[src/rtl/sparse_pack_if.sv]
// Handshake bundle for sparse_pack: the vector input channel and the packed word output channel.
interface sparse_pack_if #(
    parameter int P     = 64,
    parameter int LANES = 8
);
    localparam int BW = $clog2(LANES + 1);

    logic                 in_valid;
    logic                 in_ready;
    logic [P*8-1:0]       in_data;
    logic [P-1:0]         in_nonz;

    logic                 out_valid;
    logic                 out_ready;
    logic [LANES*8-1:0]   out_data;
    logic                 out_kind;
    logic [BW-1:0]        out_bytes;
    logic                 out_last;

    // Producer/consumer side (drives vectors in, accepts words out)
    modport master (
        output in_valid, in_data, in_nonz, out_ready,
        input  in_ready, out_valid, out_data, out_kind, out_bytes, out_last
    );

    // Packer side
    modport slave (
        input  in_valid, in_data, in_nonz, out_ready,
        output in_ready, out_valid, out_data, out_kind, out_bytes, out_last
    );
endinterface

[src/rtl/sparse_pack.sv]
// Sparse vector packer: emits the nonzero mask as H header words, then the flagged
// bytes packed LANES per word in ascending element order.
module sparse_pack #(
    parameter int P     = 64,
    parameter int LANES = 8
) (
    input  logic          clk,
    input  logic          rst_n,
    sparse_pack_if.slave  bus,
    output logic [15:0]   vec_count
);
    localparam int W  = 8 * LANES;
    localparam int H  = P / W;
    localparam int BW = $clog2(LANES + 1);
    localparam int HW = (H > 1) ? $clog2(H) : 1;
    localparam int IW = $clog2(P);
    localparam logic [P-1:0] BIT0 = {{(P-1){1'b0}}, 1'b1};

    typedef enum logic [1:0] {IDLE, HDR, SCAN, EMIT} state_t;

    state_t           state_q, state_d;
    logic [P-1:0]     mask_q, mask_d;
    logic [BW-1:0]    fill_q, fill_d;
    logic [HW-1:0]    hdr_idx_q, hdr_idx_d;
    logic [15:0]      vec_count_q, vec_count_d;
    logic [P*8-1:0]   data_q;
    logic [W-1:0]     buf_q;

    logic             cap;
    logic             buf_wr;
    logic             buf_clr;
    logic [IW-1:0]    sel_idx;
    logic [7:0]       sel_byte;
    logic [P-1:0]     mask_clr;
    logic             hdr_last;

    logic             in_ready;
    logic             out_valid;
    logic [W-1:0]     out_data;
    logic             out_kind;
    logic [BW-1:0]    out_bytes;
    logic             out_last;

    // Lowest set bit wins, so bytes leave in ascending element order.
    function automatic logic [IW-1:0] lowest_set(input logic [P-1:0] m);
        logic [IW-1:0] idx;
        idx = '0;
        for (int i = P - 1; i >= 0; i--) begin
            if (m[i]) idx = IW'(i);
        end
        return idx;
    endfunction

    // in_nonz is bit-reversed relative to element order.
    function automatic logic [P-1:0] unreverse(input logic [P-1:0] nz);
        logic [P-1:0] m;
        for (int i = 0; i < P; i++) begin
            m[i] = nz[P-1-i];
        end
        return m;
    endfunction

    assign sel_idx  = lowest_set(mask_q);
    assign sel_byte = data_q[{sel_idx, 3'b000} +: 8];
    assign mask_clr = mask_q & ~(BIT0 << sel_idx);
    assign hdr_last = (hdr_idx_q == HW'(H - 1));

    // Control state: cleared asynchronously so a reset discards any vector in flight.
    always_ff @(posedge clk or negedge rst_n) begin
        if (!rst_n) begin
            state_q     <= IDLE;
            mask_q      <= '0;
            fill_q      <= '0;
            hdr_idx_q   <= '0;
            vec_count_q <= '0;
        end else begin
            state_q     <= state_d;
            mask_q      <= mask_d;
            fill_q      <= fill_d;
            hdr_idx_q   <= hdr_idx_d;
            vec_count_q <= vec_count_d;
        end
    end

    // Datapath: captured vector and the output byte buffer (unused bytes kept at zero).
    always_ff @(posedge clk) begin
        if (cap) data_q <= bus.in_data;
        if (cap || buf_clr) begin
            buf_q <= '0;
        end else if (buf_wr) begin
            buf_q[{fill_q, 3'b000} +: 8] <= sel_byte;
        end
    end

    // Next-state and output decode; outputs depend only on registered state.
    always_comb begin
        state_d     = state_q;
        mask_d      = mask_q;
        fill_d      = fill_q;
        hdr_idx_d   = hdr_idx_q;
        vec_count_d = vec_count_q;
        cap         = 1'b0;
        buf_wr      = 1'b0;
        buf_clr     = 1'b0;
        in_ready    = 1'b0;
        out_valid   = 1'b0;
        out_data    = '0;
        out_kind    = 1'b0;
        out_bytes   = '0;
        out_last    = 1'b0;

        case (state_q)
            IDLE: begin
                in_ready = 1'b1;
                if (bus.in_valid) begin
                    cap       = 1'b1;
                    mask_d    = unreverse(bus.in_nonz);
                    fill_d    = '0;
                    hdr_idx_d = '0;
                    state_d   = HDR;
                end
            end
            HDR: begin
                out_valid = 1'b1;
                out_data  = mask_q[hdr_idx_q * W +: W];
                out_bytes = BW'(LANES);
                out_last  = hdr_last && (mask_q == '0);
                if (bus.out_ready) begin
                    if (!hdr_last) begin
                        hdr_idx_d = hdr_idx_q + HW'(1);
                    end else if (mask_q == '0) begin
                        state_d     = IDLE;
                        vec_count_d = vec_count_q + 16'd1;
                    end else begin
                        state_d = SCAN;
                    end
                end
            end
            SCAN: begin
                buf_wr = 1'b1;
                mask_d = mask_clr;
                fill_d = fill_q + BW'(1);
                if ((fill_q + BW'(1) == BW'(LANES)) || (mask_clr == '0)) begin
                    state_d = EMIT;
                end
            end
            EMIT: begin
                out_valid = 1'b1;
                out_kind  = 1'b1;
                out_data  = buf_q;
                out_bytes = fill_q;
                out_last  = (mask_q == '0);
                if (bus.out_ready) begin
                    fill_d  = '0;
                    buf_clr = 1'b1;
                    if (mask_q != '0) begin
                        state_d = SCAN;
                    end else begin
                        state_d     = IDLE;
                        vec_count_d = vec_count_q + 16'd1;
                    end
                end
            end
            default: state_d = IDLE;
        endcase
    end

    assign bus.in_ready  = in_ready;
    assign bus.out_valid = out_valid;
    assign bus.out_data  = out_data;
    assign bus.out_kind  = out_kind;
    assign bus.out_bytes = out_bytes;
    assign bus.out_last  = out_last;
    assign vec_count     = vec_count_q;
endmodule

[src/flat_wrapper.sv]
// flat-port wrapper written by rule: the top's interface ports become plain ports
module sparse_pack_flat 
#(
    parameter int P     = 64,
    parameter int LANES = 8
)
  (clk, rst_n, vec_count, bus_in_valid, bus_in_data, bus_in_nonz, bus_out_ready, bus_in_ready, bus_out_valid, bus_out_data, bus_out_kind, bus_out_bytes, bus_out_last);
  sparse_pack_if #(.P(P), .LANES(LANES)) bus_i ();
  input  logic clk;
  input  logic rst_n;
  output logic [15:0] vec_count;
  input wire logic [$bits(bus_i.in_valid)-1:0] bus_in_valid;
  input wire logic [$bits(bus_i.in_data)-1:0] bus_in_data;
  input wire logic [$bits(bus_i.in_nonz)-1:0] bus_in_nonz;
  input wire logic [$bits(bus_i.out_ready)-1:0] bus_out_ready;
  output wire logic [$bits(bus_i.in_ready)-1:0] bus_in_ready;
  output wire logic [$bits(bus_i.out_valid)-1:0] bus_out_valid;
  output wire logic [$bits(bus_i.out_data)-1:0] bus_out_data;
  output wire logic [$bits(bus_i.out_kind)-1:0] bus_out_kind;
  output wire logic [$bits(bus_i.out_bytes)-1:0] bus_out_bytes;
  output wire logic [$bits(bus_i.out_last)-1:0] bus_out_last;
  assign bus_i.in_valid = bus_in_valid;
  assign bus_i.in_data = bus_in_data;
  assign bus_i.in_nonz = bus_in_nonz;
  assign bus_i.out_ready = bus_out_ready;
  assign bus_in_ready = bus_i.in_ready;
  assign bus_out_valid = bus_i.out_valid;
  assign bus_out_data = bus_i.out_data;
  assign bus_out_kind = bus_i.out_kind;
  assign bus_out_bytes = bus_i.out_bytes;
  assign bus_out_last = bus_i.out_last;
  sparse_pack #(.P(P), .LANES(LANES)) u_core (.clk(clk), .rst_n(rst_n), .bus(bus_i), .vec_count(vec_count));
endmodule
[config.mk]
export PLATFORM = sky130hd
export DESIGN_NAME = sparse_pack_flat
export DESIGN_NICKNAME = d
export VERILOG_FILES = /design/src/rtl/sparse_pack_if.sv /design/src/rtl/sparse_pack.sv /design/src/flat_wrapper.sv
export SDC_FILE = /design/constraint.sdc
export NUM_CORES = 1
export LEC_CHECK = 0
export CAP_MARGIN = 5
export CORE_ASPECT_RATIO = 0.6
export CORE_MARGIN = 1.5
export CORE_UTILIZATION = 50
export CTS_BUF_LIST = sky130_fd_sc_hd__clkbuf_4 sky130_fd_sc_hd__clkbuf_8
export DETAILED_ROUTE_END_ITERATION = 12
export PLACE_DENSITY = 0.79
export SLEW_MARGIN = 20
export SYNTH_ARGS = -nofsm -noshare
export SYNTH_HDL_FRONTEND = slang
export SYNTH_SLANG_ARGS = --single-unit
[constraint.sdc]
create_clock -name clk -period 49.4 [get_ports clk]
set_clock_uncertainty 0.2 [all_clocks]
set_input_delay 9.88 -clock clk [delete_from_list [all_inputs] [get_ports clk]]
set_output_delay 9.88 -clock clk [all_outputs]
set_load 0.01 [all_outputs]
==> summary.txt <==
Worst hold path
  – Hold Path Origin: u_core.buf_q[26]$_SDFFE_PP0P_
  – HP Class: reg2reg

Floorplanning
  – Core area: 59600 um2
  – Die area: 62100 um2
  – Die Y-Extent: 194 um
  – Initial core utilization: 50.9%
  – I/O pin count: 668
  – Width of the die: 321 um
  – FP Rows: 69

STA
  – Slew HR: 16.6%
  – Setup TNS: 0 ns
  – Hold WS: 0.253 ns
  – Setup violators final: 0
  – Final Cycle Share: 27.9%
  – Min Tclk post-route: 13.79 ns
  – Fmax: 72.5 MHz
  – RSZ-0062 raised after global routing: no
  – Slew Viols, Final: 0
  – Final Hold Vio Count: 0
  – Worst slew pin tran: 1.25 ns

Synth
  – Seq/Total Area, Yosys: 62.1%
  – Yosys reg bits: 662
  – Syn_nets: 3105
  – Top post-synthesis cells by count: edfxtp_1 (512), o21ai_0 (189), a21oi_1 (175), nand2_1 (161), mux2i_1 (155)
  – Top cell type's share of synthesized area: 50.7%
  – Synth Instances: 2520
  – Leading area contributor after synthesis: edfxtp_1
  – Ys flop type: edfxtp_1
  – Synth warnings: 0
  – Cell area after synthesis: 30300 um2
  – Number of synthesized flops with an enable pin: 512
  – Most numerous cell in the Yosys netlist: edfxtp_1
  – Synth async-reset ratio: 13.0%
  – Post-synth cell types: 93
  – Synthesized area per cell: 12.0 um2
  – Top post-synthesis cells by area: edfxtp_1 (51%), dfrtp_1 (7.1%), mux2i_1 (5.1%), dfxtp_1 (4.2%), o21ai_0 (3.1%)

Cells and area
  – Area used by multi-input combinational logic: 10700 um2
  – FF+latch area: 18800 um2
  – Share of layout cells above drive strength 1: 9.84%
  – # fillers: 4396
  – Final nets: 3740
  – Layout Area Growth over Synthesis: 31.4%

Global route
  – Largest net degree at the start of global routing: 204
  – Initial antenna violation count: 35
  – GRT Overall Usage: 40.6%
  – Vias in the first global route: 24700
  – First-pass GRT wire length: 180000 um
  – Total global routing overflow: 0

CTS
  – CTS H-Tree Depth: 3
  – Clock Root Buffer: clkbuf_8
  – Clock buffer depth: 3
  – Post-cts hold buffer count: 0
  – Setup Fix Bufs, Post-CTS: 0
  – Clock transition at path regs: 0.06 ns
  – Cts repair resizes: 0
  – TritonCTS Buffers: 95
  – Clk sinks: 662
  – TritonCTS clock tree: yes
  – Clk_lat worst skew: 0.77 ns

Detailed routing
  – Routed via count: 26100
  – Final wirelength: 130000 um
  – Antenna Nets Post-Route: 0
  – Via/cell ratio: 6.45
  – DRT Pass-1 Iters: 6
  – DRC Markers: 0
  – Routed wire per std cell: 32.0 um
  – DRT iter0 DRCs: 4328

Flow run
  – Max-Cap Viols: 0

Setup path
  – Worst flop-to-flop path startpoint: u_core.mask_q[32]$_DFFE_PN0P_
  – R2R Setup Slk: 42.58 ns
  – CP arrival: 3.71 ns
  – Req. time, crit path: 39.32 ns
  – Crit Path Max Fanout: 74
  – Reg2reg end: u_core.buf_q[19]$_SDFFE_PP0P_
  – Setup CP Type: reg2out
  – Crit start category: flop
  – End of the critical path: bus_out_data[45]
  – Crit. End Element: output port
  – Worst r2r path cells: 12

Placement
  – PortBufs: 667
  – Detailed-placement wirelength estimate: 93900 um
  – Placer Congestion: 0.940

Run status
  – Status: finished, final reports clean
## stage by stage
stage / cells / util [%] / worst slack, ns / instance area [um2]
after floorplan: 2520 / - / 13.05 / 30300
after global placement: 3835 / 63.3 / 36.14 / 37700
after detailed placement: 3835 / 63.3 / 36.10 / 37700
after CTS: 4010 / 66.5 / 35.68 / 39600
after global routing: 4030 / 66.7 / 35.51 / 39700
final: 4050 / 66.8 / 35.61 / 39800
## worst min path at each step
stage,endpoint,slack [ns],cells after the start
finish,u_core.buf_q[26]$_SDFFE_PP0P_,0.25,2
detailed placement,u_core.buf_q[12]$_SDFFE_PP0P_,0.24,2
global route,u_core.buf_q[26]$_SDFFE_PP0P_,0.28,2
floorplan,u_core.buf_q[11]$_SDFFE_PP0P_,0.22,2
global placement,u_core.buf_q[9]$_SDFFE_PP0P_,0.24,2
CTS,u_core.buf_q[26]$_SDFFE_PP0P_,0.25,2
## logic make-up (layout without fill, tap and decap cells)
kind of cell | Yosys count | after routing | synth area share (%)
compound gates | 713 | 713 | 15.4
xor+xnor | 18 | 18 | 0.520
fa+ha+maj | 5 | 5 | 0.206
buf+inv | 227 | 940 | 3.27
flops | 662 | 662 | 62.1
mux | 197 | 197 | 6.68
other cells | 0 | 36 | 0
simple gates | 698 | 698 | 11.9
## cell usage in the layout, fill, tap and decap left out, drive strengths merged, types with 42 or more instances in the layout
master / synthesis / layout
nand3: 113 / 113
mux2: 42 / 42
o22ai: 45 / 45
edfxtp: 512 / 512
nor3: 57 / 57
a211oi: 46 / 46
o21ai: 204 / 204
a21oi: 175 / 175
clkdlybuf4s50: 0 / 665
mux2i: 155 / 155
buf: 85 / 60
nor2: 133 / 133
dfrtp: 86 / 86
nand2: 161 / 161
dfxtp: 64 / 64
nor2b: 107 / 107
clkbuf: 103 / 143
## sequential cells by signal, summed over array words and instances (netlist names), named ones only
signal            flops
u_core.buf_q         64
u_core.data_q       512
u_core.fill_q         4
u_core.mask_q        64
u_core.state_q        1
u_core.vec_count     16
## per-layer routing
layer / GRT usage, % / vias up / wire [um]
met5: 0 / - / 69
met4: 13.8 / 10 / 4490
met3: 16.6 / 337 / 19400
met2: 57.8 / 2046 / 55000
met1: 56.2 / 12800 / 50700
li1: - / 11000 / -
## layout make-up
type,instances,area share (%)
diodes,36,0.226
clock inverters,33,0.560
multi-input cells,1631,26.8
repair buffers,726,18.0
well taps,781,2.46
inverters,39,0.368
clock buffers,142,4.30
flip-flops and latches,662,47.3
## worst max-delay path: stages, from the launching register on
cell	delay, ns
dfrtp_4	1.02
buf_4	0.93
mux2i_1	0.25
nor2b_1	0.16
clkdlybuf4s50_1	0.55
Power is not shown: default switching activity piles up to over one toggle a cycle in this logic, so the estimate is an artifact.
